[src/rtl/dev_bridge.sv]
// dev_bridge: CPU-side bridge onto two timer responders.
// Decodes single load/store requests and registers timer IRQs into hwint.
module dev_bridge #(
    parameter logic [31:0] T0_BASE = 32'h0000_7F00,
    parameter logic [31:0] T1_BASE = 32'h0000_7F10
) (
    input  logic        clk,
    input  logic        reset,
    input  logic        cpu_req,
    input  logic        cpu_we,
    input  logic [31:0] cpu_addr,
    input  logic [31:0] cpu_wdata,
    input  logic [31:0] cpu_pc,
    output logic        cpu_ready,
    output logic [31:0] cpu_rdata,
    output logic        cpu_err,
    output logic [29:0] dev_addr,
    output logic [31:0] dev_wdata,
    output logic [31:0] dev_pc,
    output logic        dev_we0,
    output logic        dev_we1,
    input  logic [31:0] dev0_rdata,
    input  logic [31:0] dev1_rdata,
    input  logic        irq0,
    input  logic        irq1,
    output logic [5:0]  hwint
);

    typedef enum logic [1:0] {
        IDLE,
        ACCESS,
        RESP
    } state_t;

    state_t state;
    state_t state_next;

    logic        lat_we;
    logic [29:0] lat_addr;
    logic [31:0] lat_wdata;
    logic [31:0] lat_pc;
    logic        lat_fault;
    logic        lat_sel;
    logic [31:0] rdata_q;
    logic [1:0]  irq_q;

    logic [31:0] off0;
    logic [31:0] off1;
    logic        aligned;
    logic        hit0;
    logic        hit1;
    logic        dec_fault;

    // Unsigned offset compare also rejects addresses below the base.
    assign off0    = cpu_addr - T0_BASE;
    assign off1    = cpu_addr - T1_BASE;
    assign aligned = (cpu_addr[1:0] == 2'b00);
    assign hit0    = aligned && (off0 <= 32'd8);
    assign hit1    = aligned && (off1 <= 32'd8);

    assign dec_fault = !(hit0 || hit1)
                     || (cpu_we && hit0 && (off0 == 32'd8))
                     || (cpu_we && hit1 && (off1 == 32'd8));

    always_ff @(posedge clk) begin
        if (!reset) begin
            state <= IDLE;
        end else begin
            state <= state_next;
        end
    end

    always_comb begin
        state_next = state;
        unique case (state)
            IDLE:    if (cpu_req) state_next = ACCESS;
            ACCESS:  state_next = RESP;
            RESP:    state_next = IDLE;
            default: state_next = IDLE;
        endcase
    end

    always_ff @(posedge clk) begin
        if (!reset) begin
            lat_we    <= 1'b0;
            lat_addr  <= '0;
            lat_wdata <= '0;
            lat_pc    <= '0;
            lat_fault <= 1'b0;
            lat_sel   <= 1'b0;
            rdata_q   <= '0;
            irq_q     <= '0;
        end else begin
            irq_q <= {irq1, irq0};
            if (state == IDLE && cpu_req) begin
                lat_we    <= cpu_we;
                lat_addr  <= cpu_addr[31:2];
                lat_wdata <= cpu_wdata;
                lat_pc    <= cpu_pc;
                lat_fault <= dec_fault;
                lat_sel   <= !hit0;
            end
            if (state == ACCESS) begin
                if (lat_we || lat_fault) begin
                    rdata_q <= '0;
                end else begin
                    rdata_q <= lat_sel ? dev1_rdata : dev0_rdata;
                end
            end
        end
    end

    always_comb begin
        cpu_ready = 1'b0;
        cpu_rdata = '0;
        cpu_err   = 1'b0;
        dev_we0   = 1'b0;
        dev_we1   = 1'b0;
        dev_addr  = lat_addr;
        dev_wdata = lat_wdata;
        dev_pc    = lat_pc;
        unique case (state)
            ACCESS: begin
                dev_we0 = lat_we && !lat_fault && !lat_sel;
                dev_we1 = lat_we && !lat_fault && lat_sel;
            end
            RESP: begin
                cpu_ready = 1'b1;
                cpu_rdata = rdata_q;
                cpu_err   = lat_fault;
            end
            default: ;
        endcase
    end

    assign hwint = {4'b0000, irq_q};

endmodule

[config.mk]
export PLATFORM = sky130hd
export DESIGN_NAME = dev_bridge
export DESIGN_NICKNAME = d
export VERILOG_FILES = /design/src/rtl/dev_bridge.sv
export SDC_FILE = /design/constraint.sdc
export NUM_CORES = 1
export LEC_CHECK = 0
export CAP_MARGIN = 20
export CORE_MARGIN = 5
export CORE_UTILIZATION = 36
export DETAILED_ROUTE_END_ITERATION = 7
export PLACE_DENSITY = 0.75
export RECOVER_POWER = 50
export SLEW_MARGIN = 30
export SYNTH_ARGS = -nofsm -noshare
export SYNTH_HDL_FRONTEND = slang
export SYNTH_SLANG_ARGS = --single-unit
export TNS_END_PERCENT = 100
[constraint.sdc]
create_clock -name clk -period 2.9 [get_ports clk]
set_clock_uncertainty 0.1 [all_clocks]
set_input_delay 0.58 -clock clk [delete_from_list [all_inputs] [get_ports clk]]
set_output_delay 0.58 -clock clk [all_outputs]
set_load 0.1 [all_outputs]
==> impl_metrics.py <==
metrics = {
    "status": {
        "status": "completed",
    },
    "timing": {
        "finalHoldViolations": 0,
        "min_period_ps": 2620,
        "max_freq_ghz": 0.382,
        "setup_violations": 0,
        "fin_crit_sh_pct": 90.4,
        "rsz0062_at_grt": "false",
        "maxSlewViolCount": 0,
        "worstMarginPinSlew_ps": 1310,
        "timing.final.ws_setup_ps": 280,
        "relSlewSlack_pct": 12.8,
    },
    "critical_path": {
        "worstPathArrival_ps": 2800,
        "path_class": "input port to register",
        "slowest_stage": "clkdlybuf4s50_1",
        "rr_endpoint": "dev_pc[21]",
        "crit_chain": "clkdlybuf4s50_1, nand4_1, buf_4, or2_2, or3_1, a211oi_1, o2111ai_1, buf_4, nand2_1, a21oi_1",
        "reg2reg_depth": 5,
        "slowest_delay_ps": 490,
        "crit_buf_inv": 3,
        "critPathCapture": "lat_sel",
        "crit_top_cell": "buf_4",
        "cp_max_fo": 5,
        "rrSetupSlack_ps": 950,
        "required_ps": 3080,
        "rr_startpoint": "state[0]",
        "critPathTopFamily": "buffers and inverters",
        "cp-startpoint": "cpu_addr[11]",
        "end_kind": "register",
        "path_depth": 10,
        "cp-start-kind": "input port",
    },
    "logic_synthesis": {
        "synth_area_leaders": "dfxtp_1, nand2_1, a21oi_1",
        "synth_top_area_share_pct": 46.3,
        "synthSimpleGateAreaFrac_pct": 24.7,
        "synth-seq-area-share_pct": 46.3,
        "synth_top_area_cell": "dfxtp_1",
        "synthXorXnorAreaFrac_pct": 0.457,
        "yosys_warnings": 0,
        "async_flop_share_pct": 0,
        "synth_fa_ha_area_share_pct": 0.653,
        "netlist_area_um2": 5750,
        "ys_types": 48,
        "synthCells": 720,
        "synth_compound_area_share_pct": 16.2,
        "synth_mux_area_share_pct": 6.64,
        "synth_top_family_by_area": "simple AND/OR/NAND/NOR gates",
        "syn_avg_cell_area_um2": 7.98,
        "synth_top_flop_cell": "dfxtp_1",
        "synth.ff_latch_count": 133,
        "synth-edff-count": 0,
    },
    "detailed_routing": {
        "viasPerCell": 4.84,
        "ant_nets": 0,
        "wirelength_um": 19800,
        "drt-initial-drc-count": 279,
        "drc": 0,
        "firstDrtPassIters": 6,
        "via_count": 6089,
        "wl_per_cell_um": 15.7,
    },
    "finish": {
        "n_antenna_cell": 0,
        "n_fill_cell": 1507,
        "final_cell_mix": "nand2_1, clkdlybuf4s50_1, dfxtp_1, a21oi_1, clkbuf_1",
        "final_util_pct": 60.0,
        "fin_nets": 1197,
        "drive_gt1_share_pct": 14.7,
        "area_delta_synth_final_pct": 64.6,
        "layout_commonest_cell": "nand2_1",
    },
    "placed_design": {
        "dp_hpwl_um": 14800,
        "port_buffers": 297,
        "dpl_worst_slack_ps": -410,
        "gp_congestion": 0.849,
    },
    "die": {
        "start_util_pct": 36.4,
        "io_pins": 302,
        "coreArea_um2": 15800,
        "die_w_um": 136,
        "die_h_um": 136,
        "rows": 46,
        "die_area_um2": 18600,
    },
    "clocking": {
        "cts-buffers-inserted": 17,
        "post_cts_buffers": 0,
        "cts_resized": 0,
        "cts_tree": "done",
        "htreeDepth": 4,
        "cts_buffer_depth": 2,
        "cts_root_buffer": "clkbuf_16",
        "insertion_delay_ps": 420,
        "clk_pin_slew_ps": 60,
        "cts_hold_buf": 0,
        "cts_sinks": 133,
    },
    "hold_path": {
        "holdCritPathClass": "register to register",
    },
    "job": {
        "drv_cap": 0,
    },
    "global_routing": {
        "overflow": 0,
        "grt_pass1_vias": 5953,
        "grt_max_degree": 51,
        "grt_usage_pct": 20.5,
        "antenna_found_initial": 0,
        "grt_pass1_wl_um": 29900,
    },
    "pwr": {
        "p_per_area_nw_per_um2": 575,
        "ir_drop_mv": 0.418,
        "cellLeakagePower_nw": 3.59,
    },
}
==> power by group <==
| group | internal (mW) | switching [mW] | total, mW |
|---|---|---|---|
| sequential | 1.93 | 0.0546 | 1.99 |
| combinational | 0.404 | 0.979 | 1.38 |
| clock | 1.21 | 0.853 | 2.07 |
| total | 3.55 | 1.89 | 5.44 |
==> stage by stage <==
stage          area [um2]  TNS [ps]  cells  total power, mW  hold WS, ps
3_5_place_dp         9260      -470   1225             3.50          347
2_1_floorplan        5760         0    723             2.98          358
3_3_place_gp         9260      -422   1225             3.48          342
5_1_grt              9460         0   1257             5.65          371
6_report             9460         0   1257             5.44          353
4_1_cts              9830         0   1257             5.58          356
==> cells by family after synthesis <==
logic type | after synthesis
xor gates and xnor gates | 3
AOI/OAI and AO/OA | 158
buffers and inverters | 62
and+or+nand+nor | 326
adders and majority gates | 3
other | 1
muxes | 34
DFF | 133
==> area by class of cell <==
cell class                 count  area, um2  share of cell area [%]
clock buffer                  19        443                    4.68
clock inverter                13        121                    1.28
inverter                       6       25.0                   0.265
multi-input combinational    528       2850                    30.1
sequential                   133       2660                    28.2
tap                          216        270                    2.86
timing repair buffer         342       3090                    32.7
==> worst min path at each step <==
stage / to / depth (start not counted) / from
finish: dev_pc[20] / 2 / dev_pc[20]
global route: dev_wdata[13] / 2 / dev_wdata[13]
CTS: dev_wdata[20] / 2 / dev_wdata[20]
detailed placement: dev_pc[23] / 2 / dev_pc[23]
global placement: dev_addr[5] / 2 / dev_addr[5]
floorplan: lat_we / 2 / lat_we
==> per-layer routing <==
metal | routed length [um] | vias to the layer above | global-route usage, %
met5 | 0 | - | 0
met4 | 578 | 0 | 8.73
met3 | 1750 | 45 | 7.07
met2 | 9700 | 230 | 35.1
met1 | 7730 | 2774 | 23.0
li1 | - | 3040 | -
==> worst min-delay path, delay by kind of cell (launching register included) <==
family	cells	cell delay, ps
DFF	1	300
and+or+nand+nor	1	50
AOI/OAI and AO/OA	1	50
==> cell usage after synthesis, types with 2 or more instances <==
master,count
nand2_1,200
dfxtp_1,133
a21oi_1,101
nor2_1,51
clkbuf_1,39
and2_1,36
mux2_2,33
a22oi_1,32
buf_1,9
nor3_1,6
nor4_1,6
inv_1,5
buf_4,4
nand3_1,4
o21ai_0,4
a31oi_1,3
and3_1,3
ha_1,3
nand4_1,3
o31ai_1,3
or3_1,3
a211oi_1,2
a221oi_1,2
a32oi_1,2
buf_6,2
clkbuf_8,2
nand3b_1,2
nor2b_1,2
o2111ai_1,2
o22ai_1,2
or3b_1,2
or4_1,2
xor2_1,2
==> registers in the layout, summed over array words and instances (netlist names) <==
name       count
dev_addr      30
dev_pc        32
dev_wdata     32
irq_q          2
lat_fault      1
lat_sel        1
lat_we         1
rdata_q       32
state          2
(Power assumes the default switching activity.)
